[src/rtl/mp_add_stream_if.sv]
`default_nettype none
// +----------------------------------------------------------------------------+
// | mp_add_stream_if : word-pair input and result-stream bundle for           |
// | mp_add_stream; in_sub only exists when MP_SUB_EN is defined.  Rev 1.0     |
// +----------------------------------------------------------------------------+
interface mp_add_stream_if #(
    parameter int CNT_W = 8
);
    logic             in_valid;
    logic             in_ready;
    logic [63:0]      in_a;
    logic [63:0]      in_b;
    logic             in_last;
`ifdef MP_SUB_EN
    logic             in_sub;
`endif
    logic             out_valid;
    logic             out_ready;
    logic [63:0]      out_sum;
    logic             out_last;
    logic             out_carry;
    logic [CNT_W-1:0] out_idx;
    logic             out_err;
    logic             busy;

    modport slave (
        input  in_valid, in_a, in_b, in_last,
`ifdef MP_SUB_EN
        input  in_sub,
`endif
        output in_ready,
        output out_valid, out_sum, out_last, out_carry, out_idx, out_err, busy,
        input  out_ready
    );

    modport master (
        output in_valid, in_a, in_b, in_last,
`ifdef MP_SUB_EN
        output in_sub,
`endif
        input  in_ready,
        input  out_valid, out_sum, out_last, out_carry, out_idx, out_err, busy,
        output out_ready
    );
endinterface
`default_nettype wire

[src/rtl/mp_add_stream.sv]
`default_nettype none
// +----------------------------------------------------------------------------+
// | mp_add_stream : streaming LS-word-first multi-precision adder around one  |
// | adder64; MP_SUB_EN adds in_sub / subtraction.                  Rev 1.0    |
// +----------------------------------------------------------------------------+

module adder64 (
    input  wire logic [63:0] a,
    input  wire logic [63:0] b,
    input  wire logic        cin,
    output logic      [63:0] sum,
    output logic             cout,
    output logic             p_g,
    output logic             g_g
);
    logic [63:0] p;
    logic [63:0] g;
    logic [63:0] c;
    logic [15:0] gp;
    logic [15:0] gg;
    logic [16:0] gc;

    assign p = a ^ b;
    assign g = a & b;

    generate
        for (genvar j = 0; j < 16; j++) begin : g_grp
            assign gp[j]     = &p[4*j +: 4];
            assign gg[j]     = g[4*j+3]
                             | (p[4*j+3] & g[4*j+2])
                             | (p[4*j+3] & p[4*j+2] & g[4*j+1])
                             | (p[4*j+3] & p[4*j+2] & p[4*j+1] & g[4*j]);
            assign c[4*j]    = gc[j];
            assign c[4*j+1]  = g[4*j] | (p[4*j] & gc[j]);
            assign c[4*j+2]  = g[4*j+1] | (p[4*j+1] & g[4*j])
                             | (p[4*j+1] & p[4*j] & gc[j]);
            assign c[4*j+3]  = g[4*j+2] | (p[4*j+2] & g[4*j+1])
                             | (p[4*j+2] & p[4*j+1] & g[4*j])
                             | (p[4*j+2] & p[4*j+1] & p[4*j] & gc[j]);
        end
    endgenerate

    // Second level: group carries resolved from group propagate/generate.
    always_comb begin
        logic gz;
        gc[0] = cin;
        gz    = 1'b0;
        for (int j = 0; j < 16; j++) begin
            gc[j+1] = gg[j] | (gp[j] & gc[j]);
            gz      = gg[j] | (gp[j] & gz);
        end
        g_g = gz;
    end

    assign sum  = p ^ c;
    assign cout = gc[16];
    assign p_g  = &gp;
endmodule

module mp_add_stream #(
    parameter int CNT_W = 8
) (
    input  wire logic       clk,
    input  wire logic       rst_n,
    mp_add_stream_if.slave  bus
);
    localparam logic [CNT_W-1:0] IDX_MAX = '1;

    typedef enum logic [0:0] {
        FIRST = 1'b0,
        MID   = 1'b1
    } state_t;

    state_t           state_q, state_d;
    logic             carry_q, carry_d;
    logic [CNT_W-1:0] idx_q, idx_d;
    logic             out_valid_q, out_valid_d;
    logic [63:0]      out_sum_q, out_sum_d;
    logic             out_last_q, out_last_d;
    logic             out_carry_q, out_carry_d;
    logic [CNT_W-1:0] out_idx_q, out_idx_d;
    logic             out_err_q, out_err_d;

    logic             xfer;
    logic             ovf;
    logic             sub_eff;
    logic             cin;
    logic [63:0]      b_eff;
    logic [63:0]      sum;
    logic             cout;
    logic             unused_pg;
    logic             unused_gg;

`ifdef MP_SUB_EN
    logic             sub_q, sub_d;
    assign sub_eff = (state_q == FIRST) ? bus.in_sub : sub_q;
`else
    assign sub_eff = 1'b0;
`endif

    assign xfer  = bus.in_valid && bus.in_ready;
    assign ovf   = (idx_q == IDX_MAX) && !bus.in_last;
    // Subtraction is A + ~B + 1; the +1 enters as the first-beat carry-in.
    assign cin   = (state_q == FIRST) ? sub_eff : carry_q;
    assign b_eff = sub_eff ? ~bus.in_b : bus.in_b;

    adder64 u_add (
        .a    (bus.in_a),
        .b    (b_eff),
        .cin  (cin),
        .sum  (sum),
        .cout (cout),
        .p_g  (unused_pg),
        .g_g  (unused_gg)
    );

    always_comb begin
        state_d     = state_q;
        carry_d     = carry_q;
        idx_d       = idx_q;
        out_valid_d = out_valid_q;
        out_sum_d   = out_sum_q;
        out_last_d  = out_last_q;
        out_carry_d = out_carry_q;
        out_idx_d   = out_idx_q;
        out_err_d   = out_err_q;
`ifdef MP_SUB_EN
        sub_d       = sub_q;
`endif
        if (xfer) begin
            out_valid_d = 1'b1;
            out_sum_d   = sum;
            out_idx_d   = idx_q;
            out_last_d  = bus.in_last || ovf;
            out_carry_d = (bus.in_last || ovf) ? cout : 1'b0;
            out_err_d   = ovf;
            if (state_q == FIRST) begin
`ifdef MP_SUB_EN
                sub_d = bus.in_sub;
`endif
                if (bus.in_last) begin
                    carry_d = 1'b0;
                    idx_d   = '0;
                end else begin
                    state_d = MID;
                    carry_d = cout;
                    idx_d   = CNT_W'(1);
                end
            end else if (bus.in_last || ovf) begin
                // Overflow closes the packet; the next word opens a new one.
                state_d = FIRST;
                carry_d = 1'b0;
                idx_d   = '0;
            end else begin
                carry_d = cout;
                idx_d   = idx_q + CNT_W'(1);
            end
        end else if (bus.out_ready) begin
            out_valid_d = 1'b0;
        end
    end

    always_ff @(posedge clk or negedge rst_n) begin
        if (!rst_n) begin
            state_q     <= FIRST;
            carry_q     <= 1'b0;
            idx_q       <= '0;
            out_valid_q <= 1'b0;
            out_sum_q   <= '0;
            out_last_q  <= 1'b0;
            out_carry_q <= 1'b0;
            out_idx_q   <= '0;
            out_err_q   <= 1'b0;
`ifdef MP_SUB_EN
            sub_q       <= 1'b0;
`endif
        end else begin
            state_q     <= state_d;
            carry_q     <= carry_d;
            idx_q       <= idx_d;
            out_valid_q <= out_valid_d;
            out_sum_q   <= out_sum_d;
            out_last_q  <= out_last_d;
            out_carry_q <= out_carry_d;
            out_idx_q   <= out_idx_d;
            out_err_q   <= out_err_d;
`ifdef MP_SUB_EN
            sub_q       <= sub_d;
`endif
        end
    end

    assign bus.in_ready  = !out_valid_q || bus.out_ready;
    assign bus.out_valid = out_valid_q;
    assign bus.out_sum   = out_sum_q;
    assign bus.out_last  = out_last_q;
    assign bus.out_carry = out_carry_q;
    assign bus.out_idx   = out_idx_q;
    assign bus.out_err   = out_err_q;
    assign bus.busy      = (state_q == MID);
endmodule
`default_nettype wire

[src/flat_wrapper.sv]
// flat-port wrapper written by rule: the top's interface ports become plain ports
module mp_add_stream_flat 
#(
    parameter int CNT_W = 8
)
  (clk, rst_n, bus_in_valid, bus_in_a, bus_in_b, bus_in_last, bus_in_ready, bus_out_valid, bus_out_sum, bus_out_last, bus_out_carry, bus_out_idx, bus_out_err, bus_busy, bus_out_ready);
  mp_add_stream_if #(.CNT_W(CNT_W)) bus_i ();
  input  wire logic clk;
  input  wire logic rst_n;
  input wire logic [$bits(bus_i.in_valid)-1:0] bus_in_valid;
  input wire logic [$bits(bus_i.in_a)-1:0] bus_in_a;
  input wire logic [$bits(bus_i.in_b)-1:0] bus_in_b;
  input wire logic [$bits(bus_i.in_last)-1:0] bus_in_last;
  output wire logic [$bits(bus_i.in_ready)-1:0] bus_in_ready;
  output wire logic [$bits(bus_i.out_valid)-1:0] bus_out_valid;
  output wire logic [$bits(bus_i.out_sum)-1:0] bus_out_sum;
  output wire logic [$bits(bus_i.out_last)-1:0] bus_out_last;
  output wire logic [$bits(bus_i.out_carry)-1:0] bus_out_carry;
  output wire logic [$bits(bus_i.out_idx)-1:0] bus_out_idx;
  output wire logic [$bits(bus_i.out_err)-1:0] bus_out_err;
  output wire logic [$bits(bus_i.busy)-1:0] bus_busy;
  input wire logic [$bits(bus_i.out_ready)-1:0] bus_out_ready;
  assign bus_i.in_valid = bus_in_valid;
  assign bus_i.in_a = bus_in_a;
  assign bus_i.in_b = bus_in_b;
  assign bus_i.in_last = bus_in_last;
  assign bus_in_ready = bus_i.in_ready;
  assign bus_out_valid = bus_i.out_valid;
  assign bus_out_sum = bus_i.out_sum;
  assign bus_out_last = bus_i.out_last;
  assign bus_out_carry = bus_i.out_carry;
  assign bus_out_idx = bus_i.out_idx;
  assign bus_out_err = bus_i.out_err;
  assign bus_busy = bus_i.busy;
  assign bus_i.out_ready = bus_out_ready;
  mp_add_stream #(.CNT_W(CNT_W)) u_core (.clk(clk), .rst_n(rst_n), .bus(bus_i));
endmodule
[config.mk]
export PLATFORM = sky130hd
export DESIGN_NAME = mp_add_stream_flat
export DESIGN_NICKNAME = d
export VERILOG_FILES = /design/src/rtl/mp_add_stream_if.sv /design/src/rtl/mp_add_stream.sv /design/src/flat_wrapper.sv
export SDC_FILE = /design/constraint.sdc
export NUM_CORES = 1
export LEC_CHECK = 0
export BUFFER_PORTS_ARGS = -buffer_cell sky130_fd_sc_hd__buf_2
export CAP_MARGIN = 20
export CORE_ASPECT_RATIO = 0.5
export CORE_UTILIZATION = 29
export DETAILED_ROUTE_END_ITERATION = 8
export PLACE_DENSITY = 0.63
export SLEW_MARGIN = 20
export SYNTH_ARGS = -nofsm -noshare
export SYNTH_HDL_FRONTEND = slang
export SYNTH_SLANG_ARGS = --single-unit
export TNS_END_PERCENT = 1
[constraint.sdc]
create_clock -name clk -period 9.2 [get_ports clk]
set_clock_uncertainty 0.1 [all_clocks]
set_input_delay 1.84 -clock clk [delete_from_list [all_inputs] [get_ports clk]]
set_output_delay 1.84 -clock clk [all_outputs]
set_load 0.03 [all_outputs]
### Word level (Yosys, flattened, before mapping)

Cells that the tools add are included.

* register bits after elaboration: 86
* logic and storage cells: 450

* add/sub/neg operators: 1
* equality and inequality tests: 1
* muxes and demuxes: 13
* bitwise logic cells: 403
* reduce and logical (&&, ||, !) cells: 23

Operator list (count)
* AND 1 bit: 240
* OR 1 bit: 160
* XOR 64 bit: 2
* AND 64 bit: 1
* AND reduction 4 bit: 16
* 2-to-1 mux 8 bit: 2
* 2-to-1 mux 1 bit: 11
* adder 8 x 1 -> 8 bit (second input constant): 1
* equality test 8 bit (second input constant): 1
* logical AND 1 bit: 2
* zero test 1 bit: 2
* logical OR 1 bit: 2
* nonzero test 2 bit: 1

### Longest topological paths before layout

* depth in word-level cells: 38
* mapped depth: 13

### By module

A second synthesis with hierarchy kept.

* cells, all modules: 749
* area total of the unflattened synthesis: 6545.0 sq um

Modules (own cells, without submodules)
* mp_add_stream: instances 1, cells each 355, area an instance 3412.0 sq um
* adder64: instances 1, cells each 394, area an instance 3133.0 sq um

### Least setup slack after synthesis

OpenSTA, ideal clock, no wires.

* kind: input port to flip-flop
* from: input bus_in_b[15]
* to: register u_core.out_sum_q[57], in the netlist u_core.bus.out_sum[57]
* setup time: 0.134 ns
* arrival: 4.669 ns
* required time: 8.966 ns
* setup slack: 4.297 ns
* cell stages on the path: 13
* path buffers: 0
* cells stage by stage: ha_1 > and2_4 > a221oi_2 > o211ai_1 > a221o_1 > o31ai_4 > and2_4 > o31a_1 > o21bai_2 > a21o_1 > fa_1 > xnor2_1 > o21ai_0

* cells in the longest elaborated chain, start to end: 29
* elaborated cells on any way between the ends: 36
* classes of those cells: bitwise: 35; reduce/logical: 1

RTL lines
* from (decl): RTL line flat_wrapper.sv:12 `input wire logic [$bits(bus_i.in_b)-1:0] bus_in_b;`
* XOR 64 bit: RTL line mp_add_stream.sv:23 `assign p = a ^ b;`
* AND 1 bit, on equally long branches: RTL line mp_add_stream.sv:30, mp_add_stream.sv:31, mp_add_stream.sv:32
* OR 1 bit (tied with other cells): RTL line mp_add_stream.sv:30 `| (p[4*j+3] & g[4*j+2])`
* OR 1 bit / AND 1 bit (equally long branches): RTL line mp_add_stream.sv:31, mp_add_stream.sv:32
* OR 1 bit: RTL line mp_add_stream.sv:32 `| (p[4*j+3] & p[4*j+2] & p[4*j+1] & g[4*j]);`
* OR 1 bit (*): RTL line mp_add_stream.sv:49 `gc[j+1] = gg[j] | (gp[j] & gc[j]);`
* AND 1 bit (*): RTL line mp_add_stream.sv:49
* OR 1 bit (*): RTL line mp_add_stream.sv:49
* [13 not listed]
* OR 1 bit (*): RTL line mp_add_stream.sv:49
* AND 1 bit (*): RTL line mp_add_stream.sv:49
* OR 1 bit (*): RTL line mp_add_stream.sv:49
* AND 1 bit (*): RTL line mp_add_stream.sv:49
* OR 1 bit (*): RTL line mp_add_stream.sv:49
* AND 1 bit (*): RTL line mp_add_stream.sv:34 `assign c[4*j+1] = g[4*j] | (p[4*j] & gc[j]);`
* OR 1 bit (*): RTL line mp_add_stream.sv:34
* XOR 64 bit (*): RTL line mp_add_stream.sv:55 `assign sum = p ^ c;`
* to (signal assigned): RTL line mp_add_stream.sv:182 `out_sum_q <= out_sum_d;`
* to (decl): RTL line mp_add_stream.sv:78 `logic [63:0] out_sum_q, out_sum_d;`

Mark *: on every way between the ends. The rest lies on a longest branch, timed or not.
A chain may end at the register's enable or synchronous reset.

### Worst setup path in the final report

* from: input bus_in_b[13]
* to: register u_core.out_sum_q[57], in the netlist u_core.bus.out_sum[57]

* cells in the longest elaborated chain, start to end: 28
* elaborated cells on any way between the ends: 33
* classes of those cells: bitwise: 32; reduce/logical: 1

RTL lines (RTL line)
* AND 64 bit / XOR 64 bit (equally long branches): mp_add_stream.sv:24, mp_add_stream.sv:23
* AND 1 bit, on equally long branches: mp_add_stream.sv:31, mp_add_stream.sv:32
* OR 1 bit / AND 1 bit (equally long branches): mp_add_stream.sv:31, mp_add_stream.sv:32
* OR 1 bit: mp_add_stream.sv:32
* OR 1 bit (*): mp_add_stream.sv:49
* AND 1 bit (*): mp_add_stream.sv:49
* OR 1 bit (*): mp_add_stream.sv:49
* AND 1 bit (*): mp_add_stream.sv:49
* [12 not listed]
* OR 1 bit (*): mp_add_stream.sv:49
* AND 1 bit (*): mp_add_stream.sv:49
* OR 1 bit (*): mp_add_stream.sv:49
* AND 1 bit (*): mp_add_stream.sv:49
* OR 1 bit (*): mp_add_stream.sv:49
* AND 1 bit (*): mp_add_stream.sv:34
* OR 1 bit (*): mp_add_stream.sv:34
* XOR 64 bit (*): mp_add_stream.sv:55

Marked as above.

==> out/results.ini <==
[synth]
synth.distinct_cells = 56
synth-edff-count = 0
syn_area_mm2 = 0.00600
synthXorXnorAreaFrac_pct = 7.01
yosysTopAreaCell = dfrtp_1
synthFlopType = dfrtp_1
synthMuxAreaShare_pct = 0.354
ys_ff_latch = 86
synthTopCellsByArea = dfrtp_1 36%, ha_1 14%, nand2_1 8.4%, fa_1 5.3%, o21ai_0 4.5%
synth_adder_area_share_pct = 18.9
ys_seq_area_share_pct = 35.9
async_reset_ff_share_pct = 100
synth_compound_area_share_pct = 18.1
synthCells = 643
synthSimpleGateAreaFrac_pct = 17.5
synth_top_family_by_area = adder cells
yosysWarnings = 0
synth_top_area_share_pct = 35.9
syn_nets = 857
post_synth.cell_area_avg_um2 = 9.33

[floorplan]
die_y_um = 104
fp.dieArea_mm2 = 0.0213
initial_utilization_pct = 30.2
boundaryPins = 211
core_mm2 = 0.0199
die_x_um = 205
num_rows = 36

[run_status]
outcome = complete, no violations

[setup_path]
end_kind = flop
path_class = in -> reg
reg2reg_slack_ps = 5700
cp_data_arrival_time_ps = 5170
setup.worst_path.start_class = input pin
slowest_stage = a221o_1
path_max_fanout = 4
cp.required_ps = 9300
cpMostUsedCell = a21o_1
slowest_delay_ps = 450
cp_cell_sequence = buf_2, ha_1, a21o_1, a221oi_2, o211ai_1, a221o_1, o31ai_4, and2_4, o31a_1, o21bai_2, a21o_1, fa_1, xnor2_1, o21ai_0

[power]
internal_power_mw = 0.854
p_leak_nw = 3.94
seq_power_share_pct = 34.4
total_switching_power_mw = 0.565
pwr-share-clk_pct = 28.4
peakVddDrop_mv = 0.0736
p_per_area_mw_per_mm2 = 185
combPwrFrac_pct = 37.1
p_sw_share_pct = 39.8

[timing]
drv_slew = 0
slew_headroom_pct = 44.7
timing.hold.ws_ps = 370
period_share_pct = 55.1
setup_viol = 0
rsz0062_at_grt = no
fmax_mhz = 197
setup_tns_ps = 0
hold_viol_final = 0
worst_pin_slew_ps = 830
fin_crit_ps = 5070

[routing]
wl_per_cell_um = 15.3
drc = 0
drt_iter0_markers = 215
wl_mm = 17.2
viasPerCell = 4.73
dr.pass1.iters = 4
antenna_left = 0
dr_total_vias = 5316

[placed_design]
port_buffers = 210
gp_congestion = 0.799
dp_hpwl_mm = 13.5

[clock_tree]
path_clk_slew_ps = 70
numCtsBuffers = 9
cts_tree = yes
hold_buffers = 0
cts_resized = 0
root_buffer = clkbuf_16
clkSinkCount = 86
cts_setup_buffers = 0
cts_buffer_depth = 2
clock_latency_ps = 360
htreeDepth = 3

[grt]
gr-total-overflow = 0
grt_max_degree = 90
grt_pass1_vias = 5578
grt_pass1_wl_mm = 28.0
track_usage_pct = 16.8
antenna_found_initial = 3

[final_layout]
final_util_pct = 38.6
syn_to_final_growth_pct = 27.9
multi_input_area_mm2 = 0.00372
regArea_mm2 = 0.00215
largest_reg_flops = 64
fillers = 2027
drive_gt1_share_pct = 29.7
nNetsFinal = 1063

[min_path]
hold_path.class = reg -> reg

[flow_run]
cap_violations = 0

-- synthesized netlist by cell type, drive strengths merged, types with 6 or more instances --
master / n
a21o: 24
a21oi: 42
and2: 8
clkbuf: 15
dfrtp: 86
fa: 16
ha: 65
inv: 19
nand2: 135
nand2b: 6
nand3: 9
nand4: 13
nor2: 22
nor3: 6
nor3b: 6
o21ai: 61
o21bai: 8
xnor2: 29
xor2: 19
-- cell usage in the layout, fill, tap and decap left out, types with 11 or more instances in the layout --
| master | netlist | layout |
|---|---|---|
| ha_1 | 65 | 65 |
| o21ai_0 | 54 | 54 |
| inv_1 | 19 | 19 |
| nor2_1 | 21 | 21 |
| a21oi_1 | 41 | 41 |
| nand2_1 | 135 | 134 |
| a21o_1 | 22 | 22 |
| dfrtp_1 | 86 | 86 |
| xor2_1 | 19 | 19 |
| buf_2 | 0 | 209 |
| fa_1 | 16 | 16 |
| xnor2_1 | 29 | 29 |
| nand4_1 | 11 | 11 |
-- critical path: cells and delay by family --
family,cells,cell delay (ps)
and+or+nand+nor,1,230
AOI/OAI and AO/OA,9,2110
adders and majority gates,2,720
buffers and inverters,1,100
xor gates and xnor gates,1,160
-- power by group through the flow --
stage / clock network, mW / registers [mW] / logic, mW
detailed placement: 0 / 0.496 / 0.531
finish: 0.404 / 0.489 / 0.527
global route: 0.431 / 0.497 / 0.578
CTS: 0.418 / 0.490 / 0.532
global placement: 0 / 0.493 / 0.523
floorplan: 0 / 0.628 / 0.215
-- layout make-up --
type,count,area share [%]
flip-flops and latches,86,28.0
multi-input cells,520,48.4
repair buffers,213,14.1
inverters,19,0.929
well taps,266,4.34
clock inverters,6,1.01
clock buffers,10,3.11
diodes,3,0.0978
-- metrics by stage --
stage                     instance area, um^2  total power, mW  instances  worst slack, ps
final                                    7680             1.42       1123             4130
after global placement                   7350             1.02       1104             3800
after global routing                     7680             1.51       1123             3930
after detailed placement                 7350             1.03       1104             3740
after floorplan                          6000            0.843        643             4300
after CTS                                7670             1.44       1120             4140
-- path summary, 6_finish.rpt --
path,cells after the start,endpoint,startpoint
min,2,u_core.bus.out_sum[24],u_core.bus.out_sum[24]
max in group asynchronous,2,u_core.bus.out_sum[47],rst_n
max,14,u_core.bus.out_sum[57],bus_in_b[13]
min in group asynchronous,1,u_core.bus.out_sum[9],rst_n
max reg2reg,12,u_core.bus.out_sum[56],u_core.bus.busy
min reg2reg,2,u_core.bus.out_sum[24],u_core.bus.out_sum[24]
-- metal layers --
metal  global-route usage (%)  vias up  wire length, um
li1                         -     2670                -
met1                     20.3     2527             7550
met2                     28.8       94             8670
met3                     3.78       25              615
met4                     6.30        0              353
met5                        0        -                0
-- cell families after synthesis --
kind of cell | after synthesis
mux | 2
flops | 86
compound gates | 165
fa+ha+maj | 81
simple gates | 224
buf+inv | 37
xor+xnor | 48
(Power assumes the default switching activity.)
